==> src/rtl/mem_align_pkg.sv <==
// rtl/mem_align_pkg.sv - shared types and helpers for the load/store alignment engine
package mem_align_pkg;

    typedef enum logic [1:0] {
        SIZE_BYTE  = 2'd0,
        SIZE_HALF  = 2'd1,
        SIZE_WORD  = 2'd2,
        SIZE_DWORD = 2'd3
    } mem_size_t;

    typedef enum logic [1:0] {
        ST_IDLE = 2'd0,
        ST_ACC0 = 2'd1,
        ST_ACC1 = 2'd2,
        ST_RESP = 2'd3
    } align_state_t;

    // n contiguous byte enables starting at lane off; callers truncate to the beat width
    function automatic logic [7:0] byte_mask(input int off, input int n);
        return 8'(((32'd1 << n) - 32'd1) << off);
    endfunction

endpackage

==> src/rtl/load_extend.sv <==
// rtl/load_extend.sv - merges the two load beats at the request offset and sign/zero-extends
module load_extend
    import mem_align_pkg::*;
#(
    parameter int XLEN  = 32,
    parameter int OFF_W = $clog2(XLEN / 8)
) (
    input  logic [XLEN-1:0]  beat0,
    input  logic [XLEN-1:0]  beat1,
    input  logic [OFF_W-1:0] off,
    input  mem_size_t        size,
    input  logic             is_unsigned,
    output logic [XLEN-1:0]  rdata
);

    logic [XLEN-1:0] merged;
    logic [XLEN-1:0] lowpart;
    int              nbits;
    int              shl;

    always_comb begin
        merged  = XLEN'({beat1, beat0} >> (8 * int'(off)));
        nbits   = 8 << size;
        shl     = 0;
        lowpart = merged;
        rdata   = merged;
        // left-justify the wanted bytes, then shift back to extend from the top bit
        if (nbits < XLEN) begin
            shl     = XLEN - nbits;
            lowpart = merged << shl;
            if (is_unsigned) begin
                rdata = lowpart >> shl;
            end else begin
                rdata = $signed(lowpart) >>> shl;
            end
        end
    end

endmodule

==> src/rtl/mem_align_unit.sv <==
// rtl/mem_align_unit.sv - splits misaligned loads/stores into aligned beats and merges load data
module mem_align_unit
    import mem_align_pkg::*;
#(
    parameter int XLEN   = 32,
    parameter int ADDR_W = 32
) (
    input  logic                clk,
    input  logic                rst,
    input  logic                req_valid,
    output logic                req_ready,
    input  logic                req_write,
    input  logic [1:0]          req_size,
    input  logic                req_unsigned,
    input  logic [ADDR_W-1:0]   req_addr,
    input  logic [XLEN-1:0]     req_wdata,
    output logic                resp_valid,
    output logic                resp_err,
    output logic [XLEN-1:0]     resp_rdata,
    output logic                mem_read,
    output logic                mem_write,
    output logic [ADDR_W-1:0]   mem_addr,
    output logic [XLEN/8-1:0]   mem_wmask,
    output logic [XLEN-1:0]     mem_wdata,
    input  logic [XLEN-1:0]     mem_rdata,
    input  logic                mem_resp
);

    localparam int B     = XLEN / 8;
    localparam int OFF_W = $clog2(B);

    align_state_t      state, state_nxt;
    logic              r_write, r_unsigned;
    mem_size_t         r_size;
    logic [ADDR_W-1:0] r_addr;
    logic [XLEN-1:0]   r_wdata, beat0, beat1;

    logic              accept, f_write, f_unsigned, f_err, split;
    mem_size_t         f_size;
    logic [ADDR_W-1:0] f_addr, base_addr;
    logic [XLEN-1:0]   f_wdata, beat0_nxt, beat1_nxt, ext_data;
    int                off_i, n_i;

    logic              req_ready_nxt, resp_valid_nxt, resp_err_nxt, mem_read_nxt, mem_write_nxt;
    logic [XLEN-1:0]   resp_rdata_nxt, mem_wdata_nxt;
    logic [ADDR_W-1:0] mem_addr_nxt;
    logic [B-1:0]      mem_wmask_nxt;

    // request fields as seen by the next cycle: live inputs on acceptance, latched copy otherwise
    always_comb begin
        accept     = (state == ST_IDLE) && req_valid;
        f_write    = accept ? req_write : r_write;
        f_unsigned = accept ? req_unsigned : r_unsigned;
        f_size     = accept ? mem_size_t'(req_size) : r_size;
        f_addr     = accept ? req_addr : r_addr;
        f_wdata    = accept ? req_wdata : r_wdata;
        off_i      = int'(f_addr[OFF_W-1:0]);
        n_i        = 1 << f_size;
        f_err      = (8 * n_i) > XLEN;
        split      = (off_i + n_i) > B;
        base_addr  = f_addr & ~ADDR_W'(B - 1);
        beat0_nxt  = (state == ST_ACC0 && mem_resp && !r_write) ? mem_rdata : beat0;
        beat1_nxt  = (state == ST_ACC1 && mem_resp && !r_write) ? mem_rdata : beat1;
    end

    always_comb begin
        state_nxt = state;
        case (state)
            ST_IDLE: if (req_valid) state_nxt = f_err ? ST_RESP : ST_ACC0;
            ST_ACC0: if (mem_resp) state_nxt = split ? ST_ACC1 : ST_RESP;
            ST_ACC1: if (mem_resp) state_nxt = ST_RESP;
            ST_RESP: state_nxt = ST_IDLE;
            default: state_nxt = ST_IDLE;
        endcase
    end

    always_comb begin
        req_ready_nxt  = (state_nxt == ST_IDLE);
        resp_valid_nxt = 1'b0;
        resp_err_nxt   = 1'b0;
        resp_rdata_nxt = '0;
        mem_read_nxt   = 1'b0;
        mem_write_nxt  = 1'b0;
        mem_addr_nxt   = '0;
        mem_wmask_nxt  = '0;
        mem_wdata_nxt  = '0;
        case (state_nxt)
            ST_ACC0: begin
                mem_read_nxt  = !f_write;
                mem_write_nxt = f_write;
                mem_addr_nxt  = base_addr;
                mem_wmask_nxt = B'(byte_mask(off_i, n_i));
                mem_wdata_nxt = f_wdata << (8 * off_i);
            end
            ST_ACC1: begin
                mem_read_nxt  = !f_write;
                mem_write_nxt = f_write;
                mem_addr_nxt  = base_addr + ADDR_W'(B);
                mem_wmask_nxt = B'(byte_mask(0, off_i + n_i - B));
                mem_wdata_nxt = f_wdata >> (8 * (B - off_i));
            end
            ST_RESP: begin
                resp_valid_nxt = 1'b1;
                resp_err_nxt   = f_err;
                resp_rdata_nxt = (f_write || f_err) ? '0 : ext_data;
            end
            default: ;
        endcase
    end

    load_extend #(
        .XLEN  (XLEN),
        .OFF_W (OFF_W)
    ) u_load_extend (
        .beat0       (beat0_nxt),
        .beat1       (beat1_nxt),
        .off         (f_addr[OFF_W-1:0]),
        .size        (f_size),
        .is_unsigned (f_unsigned),
        .rdata       (ext_data)
    );

    always_ff @(posedge clk or negedge rst) begin
        if (!rst) begin
            state <= ST_IDLE;
        end else begin
            state <= state_nxt;
        end
    end

    always_ff @(posedge clk or negedge rst) begin
        if (!rst) begin
            r_write    <= 1'b0;
            r_unsigned <= 1'b0;
            r_size     <= SIZE_BYTE;
            r_addr     <= '0;
            r_wdata    <= '0;
            beat0      <= '0;
            beat1      <= '0;
            req_ready  <= 1'b1;
            resp_valid <= 1'b0;
            resp_err   <= 1'b0;
            resp_rdata <= '0;
            mem_read   <= 1'b0;
            mem_write  <= 1'b0;
            mem_addr   <= '0;
            mem_wmask  <= '0;
            mem_wdata  <= '0;
        end else begin
            if (accept) begin
                r_write    <= req_write;
                r_unsigned <= req_unsigned;
                r_size     <= mem_size_t'(req_size);
                r_addr     <= req_addr;
                r_wdata    <= req_wdata;
            end
            beat0      <= beat0_nxt;
            beat1      <= beat1_nxt;
            req_ready  <= req_ready_nxt;
            resp_valid <= resp_valid_nxt;
            resp_err   <= resp_err_nxt;
            resp_rdata <= resp_rdata_nxt;
            mem_read   <= mem_read_nxt;
            mem_write  <= mem_write_nxt;
            mem_addr   <= mem_addr_nxt;
            mem_wmask  <= mem_wmask_nxt;
            mem_wdata  <= mem_wdata_nxt;
        end
    end

endmodule

==> config.mk <==
export PLATFORM = sky130hd
export DESIGN_NAME = mem_align_unit
export DESIGN_NICKNAME = d
export VERILOG_FILES = /design/src/rtl/mem_align_pkg.sv /design/src/rtl/load_extend.sv /design/src/rtl/mem_align_unit.sv
export SDC_FILE = /design/constraint.sdc
export NUM_CORES = 1
export LEC_CHECK = 0
export CORE_MARGIN = 3
export CORE_UTILIZATION = 57
export DETAILED_ROUTE_END_ITERATION = 8
export PLACE_DENSITY = 0.95
export REMOVE_ABC_BUFFERS = 1
export SLEW_MARGIN = 20
export SYNTH_ARGS = -nofsm -noshare
export SYNTH_HDL_FRONTEND = slang
export SYNTH_SLANG_ARGS = --single-unit
==> constraint.sdc <==
create_clock -name clk -period 12.1 [get_ports clk]
set_input_delay 1.21 -clock clk [delete_from_list [all_inputs] [get_ports clk]]
set_output_delay 1.21 -clock clk [all_outputs]
set_load 0.005 [all_outputs]
==> results of run 1 <==
[cell families after synthesis]
| logic type | Yosys count | synth area share (%) |
|---|---|---|
| XOR/XNOR | 23 | 1.77 |
| other | 2 | 0.0659 |
| AND/OR/NAND/NOR | 323 | 12.9 |
| flip-flops | 229 | 50.3 |
| multiplexers | 153 | 14.2 |
| AO/OA/AOI/OAI | 239 | 13.6 |
| buffers and inverters | 153 | 5.66 |
| adder cells (fa/ha/maj) | 13 | 1.49 |
[state kept, by name (all words and copies together), names as in the netlist, 2 cells and up]
name,cells
r_addr,32
state,2
resp_rdata,32
mem_wmask,4
mem_wdata,32
beat0,32
beat1,24
mem_addr,30
r_size,2
r_wdata,32
[cells in the final DEF (no fill, tap or decap), types with 32 or more instances in the layout]
cell,n
dfrtp_1,228
nand2_1,104
mux2_2,56
nor2_1,117
nand3_1,32
clkdlybuf4s50_1,205
a21oi_1,64
o21ai_0,34
inv_1,72
mux2i_1,95
[cell type report]
class / instances / area, µm² / share of cell area [%]
Clock inverter: 8 / 92.6 / 0.644
Sequential cell: 229 / 5730 / 39.8
Multi-Input combinational cell: 754 / 5060 / 35.2
Inverter: 77 / 289 / 2.01
Tap cell: 265 / 332 / 2.31
Clock buffer: 35 / 723 / 5.03
Timing Repair Buffer: 215 / 2150 / 15.0
[stage by stage]
step | util [%] | instance area [µm²] | setup slack [ns]
2_1_floorplan | - | 11000 | 4.27
3_3_place_gp | 69.3 | 13500 | 3.98
3_5_place_dp | 69.3 | 13500 | 3.62
4_1_cts | 73.5 | 14400 | 4.09
5_1_grt | 73.7 | 14400 | 3.37
6_report | 73.7 | 14400 | 3.94
[per-layer routing]
metal,vias to the layer above,track usage (%),share of wire (%)
met1,4693,38.7,38
met2,611,49.8,48
li1,4249,-,-
met5,-,0,0.083
met3,106,6.53,10
met4,4,9.93,3.5
[worst register-to-register path: cells and delay by family, from the launching register on]
family	cells	cell delay, ns
simple gates	7	2.79
fa+ha+maj	6	1.73
compound gates	3	0.95
buf+inv	5	0.70
flops	1	0.52
mux	1	0.49
xor+xnor	1	0.22
[worst paths after layout]
path                                            to  slack, ns
max reg2reg                 mem_wdata[5]$_DFF_PN0_       4.59
min reg2reg                    beat1[22]$_DFF_PN0_       0.50
min                            beat1[22]$_DFF_PN0_       0.50
max in group asynchronous       beat0[9]$_DFF_PN0_       9.68
min in group asynchronous  mem_wdata[18]$_DFF_PN0_       0.59
max                         mem_wdata[5]$_DFF_PN0_       3.94
[power groups by stage]
stage          clock network [µW]  logic [µW]  registers, µW
6_report                      756        2210           1200
5_1_grt                       794        2410           1230
4_1_cts                       763        2160           1200
3_5_place_dp                    0        2130           1200
3_3_place_gp                    0        2040           1190
2_1_floorplan                   0        1460           1170
==> results.toml, run 1 <==
[logic_synthesis]
synthCells = 1135
syn_area_um2 = 11400
synthTopCellsByArea = "dfrtp_1 50%, mux2i_1 8.3%, mux2_2 5.5%"
synth_commonest_cells = "228 x dfrtp_1, 117 x nor2_1, 104 x nand2_1"
synth_edf_count = 0
avgSynthCellArea_um2 = 10.0
ys_seq_elements = 229
ys_types = 71
ys_warn_count = 0
synth_ff_type = "dfrtp_1"
synth_top_cell_area_share_pct = 50.0
synth-async-reset-ratio_pct = 100
yosysMostFrequentCell = "dfrtp_1"
post-synth-top-area-cell = "dfrtp_1"
synth_sequential_area_ratio_pct = 50.3

[clock_tree]
clk_pin_slew_ns = 0.06
htree_num_levels = 1
cts_max_path_buffers = 3
cts_tree = "done"
postCtsSetupRepairBufs = 0
clk_latency_ns = 0.51
cts_hold_buf = 0
cts_buffers = 24
cts_resized = 0
cts-root-buf = "clkbuf_16"
cts_sinks = 229

[placement]
globalplace.congestion = 0.890
io_buffers = 206
dp_hpwl_mm = 21.4
dp.cells = 1539

[timing]
fmax_mhz = 123
fin_skew_ns = 0.00856
tns_ns = 0
tightest_slew_ns = 1.13
maxSlewViolCount = 0
setup-violations-final = 0
min_period_over_period_pct = 67.4
finalHoldViolations = 0
slew_headroom_pct = 24.5
rsz0062_at_grt = "no"
layout_min_cycle_time_ns = 8.16
holdWs_ns = 0.500

[routing]
first_pass_iters = 7
ant_nets = 0
drt_iter0_drc = 1007
num_vias = 9663
wl_mm = 32.5
routed_via_density = 6.10
detail_route.wl_per_cell_um = 20.6
drc_errors = 0

[cells_and_area]
drive_gt1_share_pct = 10.1
area.growth.synth_to_final_pct = 26.2
fill_cells = 1248
diodes = 0
stdcell_count = 1583
layout.nets = 1418

[grt]
grt_antenna_before_repair = 2
grt_max_degree = 150
gr-total-overflow = 0
grt_usage_pct = 29.7
grt_pass1_vias = 9797
grt_pass1_wl_mm = 52.3

[critical_path]
slowest_stage = "nor2_1"
required_ns = 12.52
cpLargestDelayFamily = "simple AND/OR/NAND/NOR gates"
reg2reg_from = "state[0]$_DFF_PN0_"
crit_chain = "clkdlybuf4s50_1 > nor3b_4 > buf_4 > mux2i_1 > inv_2 > nor2_1 > ha_1 > inv_1 > fa_1 > or3_1 > and2_1 > inv_1 > ha_1 > ha_1 > inv_1 > ha_1 > xor2_1 > a21o_1 > ha_1 > nand2b_1 > nor2_1 > o21ai_0 > o32a_1 > nor2_1"
path_max_fanout = 34
max_stage_delay_ns = 0.73
cp-startpoint = "req_valid"
crit_cells = 24
cpMostUsedCell = "ha_1"
cp-end-kind = "flop"
critPathBufInv = 6
worstPathArrival_ns = 8.58
start_kind = "input pin"
reg2reg_depth = 23
worstSetupPathType = "in2reg"

[min_path]
hp-class = "reg2reg"
min_path_cells = 1
hold_start = "beat1[22]$_DFF_PN0_"

[floorplanning]
die-area_um2 = 21700
ioPinCount = 209
rows = 51
core_area_um2 = 19500
initial_utilization_pct = 58.4
fp.dieW_um = 147
die_h_um = 147

[power_and_ir_drop]
p_int_uw = 2360
p_clk_share_pct = 18.1
peakVddDrop_uv = 175
p_comb_share_pct = 53.0
p_seq_share_pct = 28.9
p_total_uw = 4160
power_density_nw_per_um2 = 289
switchingPower_uw = 1800
swShare_pct = 43.2
leakage_uw = 0.00655

[run_status]
outcome = "finished, final reports clean"

[run]
drv_cap = 0
Power figures use the tool's default switching activity.
==> inputs of run 2 (changes only) <==
--- a/config.mk
+++ b/config.mk
@@ -6,9 +6,9 @@
 export NUM_CORES = 1
 export LEC_CHECK = 0
 export CORE_MARGIN = 3
-export CORE_UTILIZATION = 57
+export CORE_UTILIZATION = 53
 export DETAILED_ROUTE_END_ITERATION = 8
-export PLACE_DENSITY = 0.95
+export PLACE_DENSITY = 0.92
 export REMOVE_ABC_BUFFERS = 1
 export SLEW_MARGIN = 20
 export SYNTH_ARGS = -nofsm -noshare
==> constraint.sdc (replaced) <==
create_clock -name clk -period 8.46 [get_ports clk]
set_input_delay 0.846 -clock clk [delete_from_list [all_inputs] [get_ports clk]]
set_output_delay 0.846 -clock clk [all_outputs]
set_load 0.005 [all_outputs]
==> run 2 against run 1 <==
Against the previous run:
- sequential share of layout area hardly changed
- clock-buffer cell count is 2 higher
- critical endpoint is now mem_wdata[2]$_DFF_PN0_
- sequential cell count stayed put
- design area hardly changed
- critical path depth is 1 lower
- global-route usage is 2.6 points lower
- via count is 1.1% lower
- cell count is 0.51% higher
- utilization is 5.5 points lower
- routed wire length is 0.14% higher
- critical path type unchanged
- combinational power is 42% higher
==> results.toml, run 2 (synthesis results as in run 1) <==
[run_status]
outcome = "finished, final reports clean"

[clock_tree]
clk_latency_ns = 0.51
cts_buffers = 24
cts_hold_buf = 0
postCtsSetupRepairBufs = 0
cts-root-buf = "clkbuf_16"
cts_resized = 0
cts_max_path_buffers = 3
clk_pin_slew_ns = 0.06
cts_sinks = 229
htree_num_levels = 1
cts_tree = "done"

[cells_and_area]
layout.nets = 1421
diodes = 0
final_common_cell = "dfrtp_1"
drive_gt1_share_pct = 9.88
final_area_um2 = 14400
multiInputGateArea_um2 = 5060
layout_common_cells = "228 x dfrtp_1, 205 x clkdlybuf4s50_1, 117 x nor2_1"
fill_cells = 1542
area.growth.synth_to_final_pct = 26.1
final-seq-area_um2 = 5730

[min_path]
hp-class = "in2async"

[routing]
detail_route.wl_per_cell_um = 20.5
wl_mm = 32.6
drt_iter0_drc = 850
routed_via_density = 6.00
num_vias = 9552
drc_errors = 0
first_pass_iters = 6
ant_nets = 0

[critical_path]
path_max_fanout = 15
reg2reg_depth = 22
start_kind = "input pin"
r2r_setup_slack_ns = 1.51
cpMostUsedCell = "ha_1"
cp-end-kind = "flop"
worstSetupPathType = "in2reg"
worstPathArrival_ns = 7.70
required_ns = 8.89
max_stage_delay_ns = 0.71
crit_chain = "clkdlybuf4s50_1 > nor3b_4 > mux2i_1 > inv_2 > nor2_1 > ha_1 > inv_1 > fa_1 > or3_1 > and2_1 > inv_1 > ha_1 > ha_1 > inv_1 > ha_1 > xor2_1 > a21o_1 > ha_1 > nand2b_1 > nor2_1 > o21ai_0 > o32a_1 > nor2_1"
slowest_stage = "mux2i_1"

[grt]
grt_pass1_vias = 9709
grt_pass1_wl_mm = 51.9
grt_usage_pct = 27.0
gr-total-overflow = 0
grt_antenna_before_repair = 2
grt_max_degree = 85

[placement]
io_buffers = 206
dp_hpwl_mm = 21.4
place_area_um2 = 13600
globalplace.congestion = 0.903

[run]
drv_cap = 0

[floorplanning]
die-area_um2 = 23300
initial_utilization_pct = 54.1
core_area_um2 = 21100
ioPinCount = 209
rows = 53
fp.dieW_um = 153
die_h_um = 153

[power_and_ir_drop]
leakage_uw = 0.00654
peakVddDrop_uv = 264
power_density_nw_per_um2 = 410

[timing]
setup-violations-final = 0
layout_min_cycle_time_ns = 7.27
slew_headroom_pct = 35.4
holdWs_ns = 0.326
min_period_over_period_pct = 86.0
finalHoldViolations = 0
fmax_mhz = 137
maxSlewViolCount = 0
fin_skew_ns = 0.00499
rsz0062_at_grt = "no"
tns_ns = 0
tightest_slew_ns = 0.969
## run 2: cell types whose count changed in the layout (fill, tap and decap cells not counted)
| cell | before | now |
|---|---|---|
| clkinv_1 | 1 | 0 |
| ha_1 | 11 | 12 |
| bufinv_16 | 2 | 1 |
| clkinv_2 | 5 | 0 |
| inv_2 | 4 | 5 |
| clkbuf_8 | 6 | 7 |
| clkinvlp_4 | 1 | 0 |
| ha_2 | 1 | 0 |
| buf_4 | 8 | 11 |
| clkbuf_1 | 4 | 5 |
## run 2: routing by layer
layer | vias up | routed length [µm] | track usage, %
met5 | - | 28 | 0
met4 | 4 | 1180 | 8.99
met3 | 98 | 3000 | 7.02
met2 | 492 | 15800 | 44.1
met1 | 4705 | 12600 | 35.5
li1 | 4253 | - | -
## run 2: critical path: cells and delay by family
| kind | cells | cell delay, ns |
|---|---|---|
| fa+ha+maj | 6 | 1.64 |
| compound gates | 3 | 0.94 |
| buf+inv | 5 | 0.90 |
| xor+xnor | 1 | 0.20 |
| simple gates | 7 | 2.44 |
| mux | 1 | 0.71 |
## run 2: report_power, final
group,switching [µW],total (µW),internal (µW)
logic,1930,3130,1210
registers,191,1720,1530
clock network,413,1040,624
## run 2: metrics by stage
stage	worst slack (ns)	total power, µW	instances	util [%]
3_3_place_gp	1.36	4620	1552	64.4
4_1_cts	1.29	5850	1590	68.0
3_5_place_dp	0.993	4760	1552	64.4
6_report	1.19	5890	1591	68.2
2_1_floorplan	0.994	3750	1060	-
5_1_grt	0.748	6260	1591	68.2
## run 2: path summary, 6_finish.rpt
| path | startpoint | endpoint |
|---|---|---|
| max | req_valid | mem_wdata[2]$_DFF_PN0_ |
| min | rst | mem_addr[31]$_DFF_PN0_ |
| max reg2reg | state[0]$_DFF_PN0_ | mem_wdata[2]$_DFF_PN0_ |
| min reg2reg | beat1[16]$_DFF_PN0_ | beat1[16]$_DFF_PN0_ |
| max in group asynchronous | rst | resp_rdata[3]$_DFF_PN0_ |
| min in group clk | beat1[16]$_DFF_PN0_ | beat1[16]$_DFF_PN0_ |
## run 2: layout make-up
class | instances | share of cell area [%]
Inverter | 77 | 2.01
Clock buffer | 37 | 5.15
Sequential cell | 229 | 39.9
Multi-Input combinational cell | 754 | 35.2
Timing Repair Buffer | 218 | 15.1
Clock inverter | 1 | 0.209
Tap cell | 275 | 2.39
==> inputs of run 3 (changes only) <==
--- a/config.mk
+++ b/config.mk
@@ -5,10 +5,10 @@
 export SDC_FILE = /design/constraint.sdc
 export NUM_CORES = 1
 export LEC_CHECK = 0
-export CORE_MARGIN = 3
+export CORE_MARGIN = 1
 export CORE_UTILIZATION = 53
 export DETAILED_ROUTE_END_ITERATION = 8
-export PLACE_DENSITY = 0.92
+export PLACE_DENSITY = 0.81
 export REMOVE_ABC_BUFFERS = 1
 export SLEW_MARGIN = 20
 export SYNTH_ARGS = -nofsm -noshare
==> constraint.sdc (replaced) <==
create_clock -name clk -period 7.4 [get_ports clk]
set_input_delay 0.74 -clock clk [delete_from_list [all_inputs] [get_ports clk]]
set_output_delay 0.74 -clock clk [all_outputs]
set_load 0.005 [all_outputs]
==> run 3 against run 2 <==
Against the previous run:
- clock skew is 0.022 ns higher
- sequential share of layout area is 0.16 points lower
- sequential cell count stayed put
- combinational power is 13% higher
- critical path type unchanged
- highest routed layer is now met4
==> results.toml, run 3 (synthesis results as in run 1) <==
[run_status]
outcome = "finished, final reports clean"

[critical_path]
crit_chain = "clkdlybuf4s50_1 > nor3b_4 > mux2i_1 > inv_2 > nor2_1 > ha_1 > inv_1 > fa_1 > or3_1 > and2_1 > inv_1 > ha_1 > ha_1 > inv_1 > ha_1 > xor2_1 > a21oi_1 > ha_1 > nand2_1 > or4_1 > o211ai_1"
worstSetupPathType = "in2reg"
worstPathArrival_ns = 6.96
critPathBufInv = 5
start_kind = "input pin"
max_stage_delay_ns = 0.71
slowest_stage = "ha_1"
required_ns = 7.85
path_max_fanout = 22
cpLargestDelayFamily = "simple AND/OR/NAND/NOR gates"
cpMostUsedCell = "ha_1"
cp-end-kind = "flop"

[grt]
grt_pass1_wl_mm = 48.2
grt_pass1_vias = 9352
grt_antenna_before_repair = 0
grt-busiest-layer = "met2"
grt_usage_pct = 27.8
grt_max_degree = 85
met3_usage_pct = 5.61
gr-total-overflow = 0
use_met2_pct = 45.8
grtUsageMet1_pct = 35.5

[floorplanning]
ioPinCount = 209
die_h_um = 149
die-area_um2 = 22100
core_area_um2 = 21100
fp.dieW_um = 149
initial_utilization_pct = 54.1
rows = 53

[cells_and_area]
diodes = 0
final_area_um2 = 14400
final_common_cell = "dfrtp_1"
fill_cells = 1581
layout.nets = 1426
drive_gt1_share_pct = 10.5
area.growth.synth_to_final_pct = 26.6
layout_common_cells = "228 x dfrtp_1, 205 x clkdlybuf4s50_1, 117 x nor2_1"

[clock_tree]
cts_resized = 0
htree_num_levels = 1
cts_max_path_buffers = 3
cts_tree = "done"
cts_hold_buf = 0
clk_pin_slew_ns = 0.06
cts_buffers = 25
cts-root-buf = "clkbuf_16"
cts_sinks = 229
postCtsSetupRepairBufs = 0
clk_latency_ns = 0.53

[placement]
dp_hpwl_mm = 20.3
globalplace.congestion = 0.877
place_area_um2 = 13600
io_buffers = 206

[routing]
detail_route.wl_per_cell_um = 19.2
wl_mm = 30.6
first_pass_iters = 5
routed_via_density = 5.83
drc_errors = 0
num_vias = 9333
ant_nets = 0
drt_iter0_drc = 651

[power_and_ir_drop]
power_density_nw_per_um2 = 465
p_total_uw = 6710
leakage_uw = 0.00657
peakVddDrop_uv = 327

[timing]
maxSlewViolCount = 0
min_period_over_period_pct = 88.0
tns_ns = 0
layout_min_cycle_time_ns = 6.51
rsz0062_at_grt = "no"
fin_skew_ns = 0.0273
tightest_slew_ns = 0.955
fmax_mhz = 154
finalHoldViolations = 0
slew_headroom_pct = 36.1
setup-violations-final = 0

[min_path]
hp-class = "in2async"

[run]
drv_cap = 0
## run 3: cell count changes in the layout (fill, tap and decap cells not counted)
cell,change
inv_8,+1
clkbuf_8,-1
clkinvlp_4,+1
buf_4,+4
inv_6,+1
clkinv_2,+3
## run 3: final cells by class
class,count,area [µm²],share of cell area [%]
Clock buffer,36,727,5.04
Clock inverter,7,72.6,0.503
Inverter,77,289,2.00
Multi-Input combinational cell,754,5060,35.1
Sequential cell,229,5730,39.7
Tap cell,275,344,2.38
Timing Repair Buffer,222,2210,15.3
## run 3: path summary, 6_finish.rpt
check / start / end / slack, ns / cells after the start
min in group clk: beat1[19]$_DFF_PN0_ / beat1[19]$_DFF_PN0_ / 0.50 / 1
setup / recovery: req_valid / mem_wmask[2]$_DFF_PN0_ / 0.89 / 21
max in group asynchronous: rst / beat0[1]$_DFF_PN0_ / 5.84 / 2
setup reg to reg: state[0]$_DFF_PN0_ / mem_wmask[2]$_DFF_PN0_ / 1.07 / 20
hold / removal: rst / mem_addr[28]$_DFF_PN0_ / 0.20 / 1
hold reg to reg: beat1[19]$_DFF_PN0_ / beat1[19]$_DFF_PN0_ / 0.50 / 1
## run 3: power breakdown
group | total, µW | switching (µW) | internal [µW] | leakage (µW)
registers | 1950 | 206 | 1750 | 0.00292
logic | 3550 | 2160 | 1390 | 0.00326
clock network | 1210 | 495 | 716 | 0.000394
## run 3: metal layers
metal / up-vias / wire, µm
met3: 88 / 2710
met4: 0 / 1140
met2: 422 / 14600
li1: 4276 / -
met1: 4547 / 12200
met5: - / 0
## run 3: metrics by stage
stage               utilization, %  hold WS [ns]  setup WS (ns)  cells
floorplan                        -         0.444         0.0396   1060
global placement              64.5         0.481          0.688   1556
detailed placement            64.5         0.485          0.437   1556
CTS                           68.3         0.221          0.933   1599
global route                  68.4         0.239          0.400   1600
finish                        68.4         0.204          0.889   1600
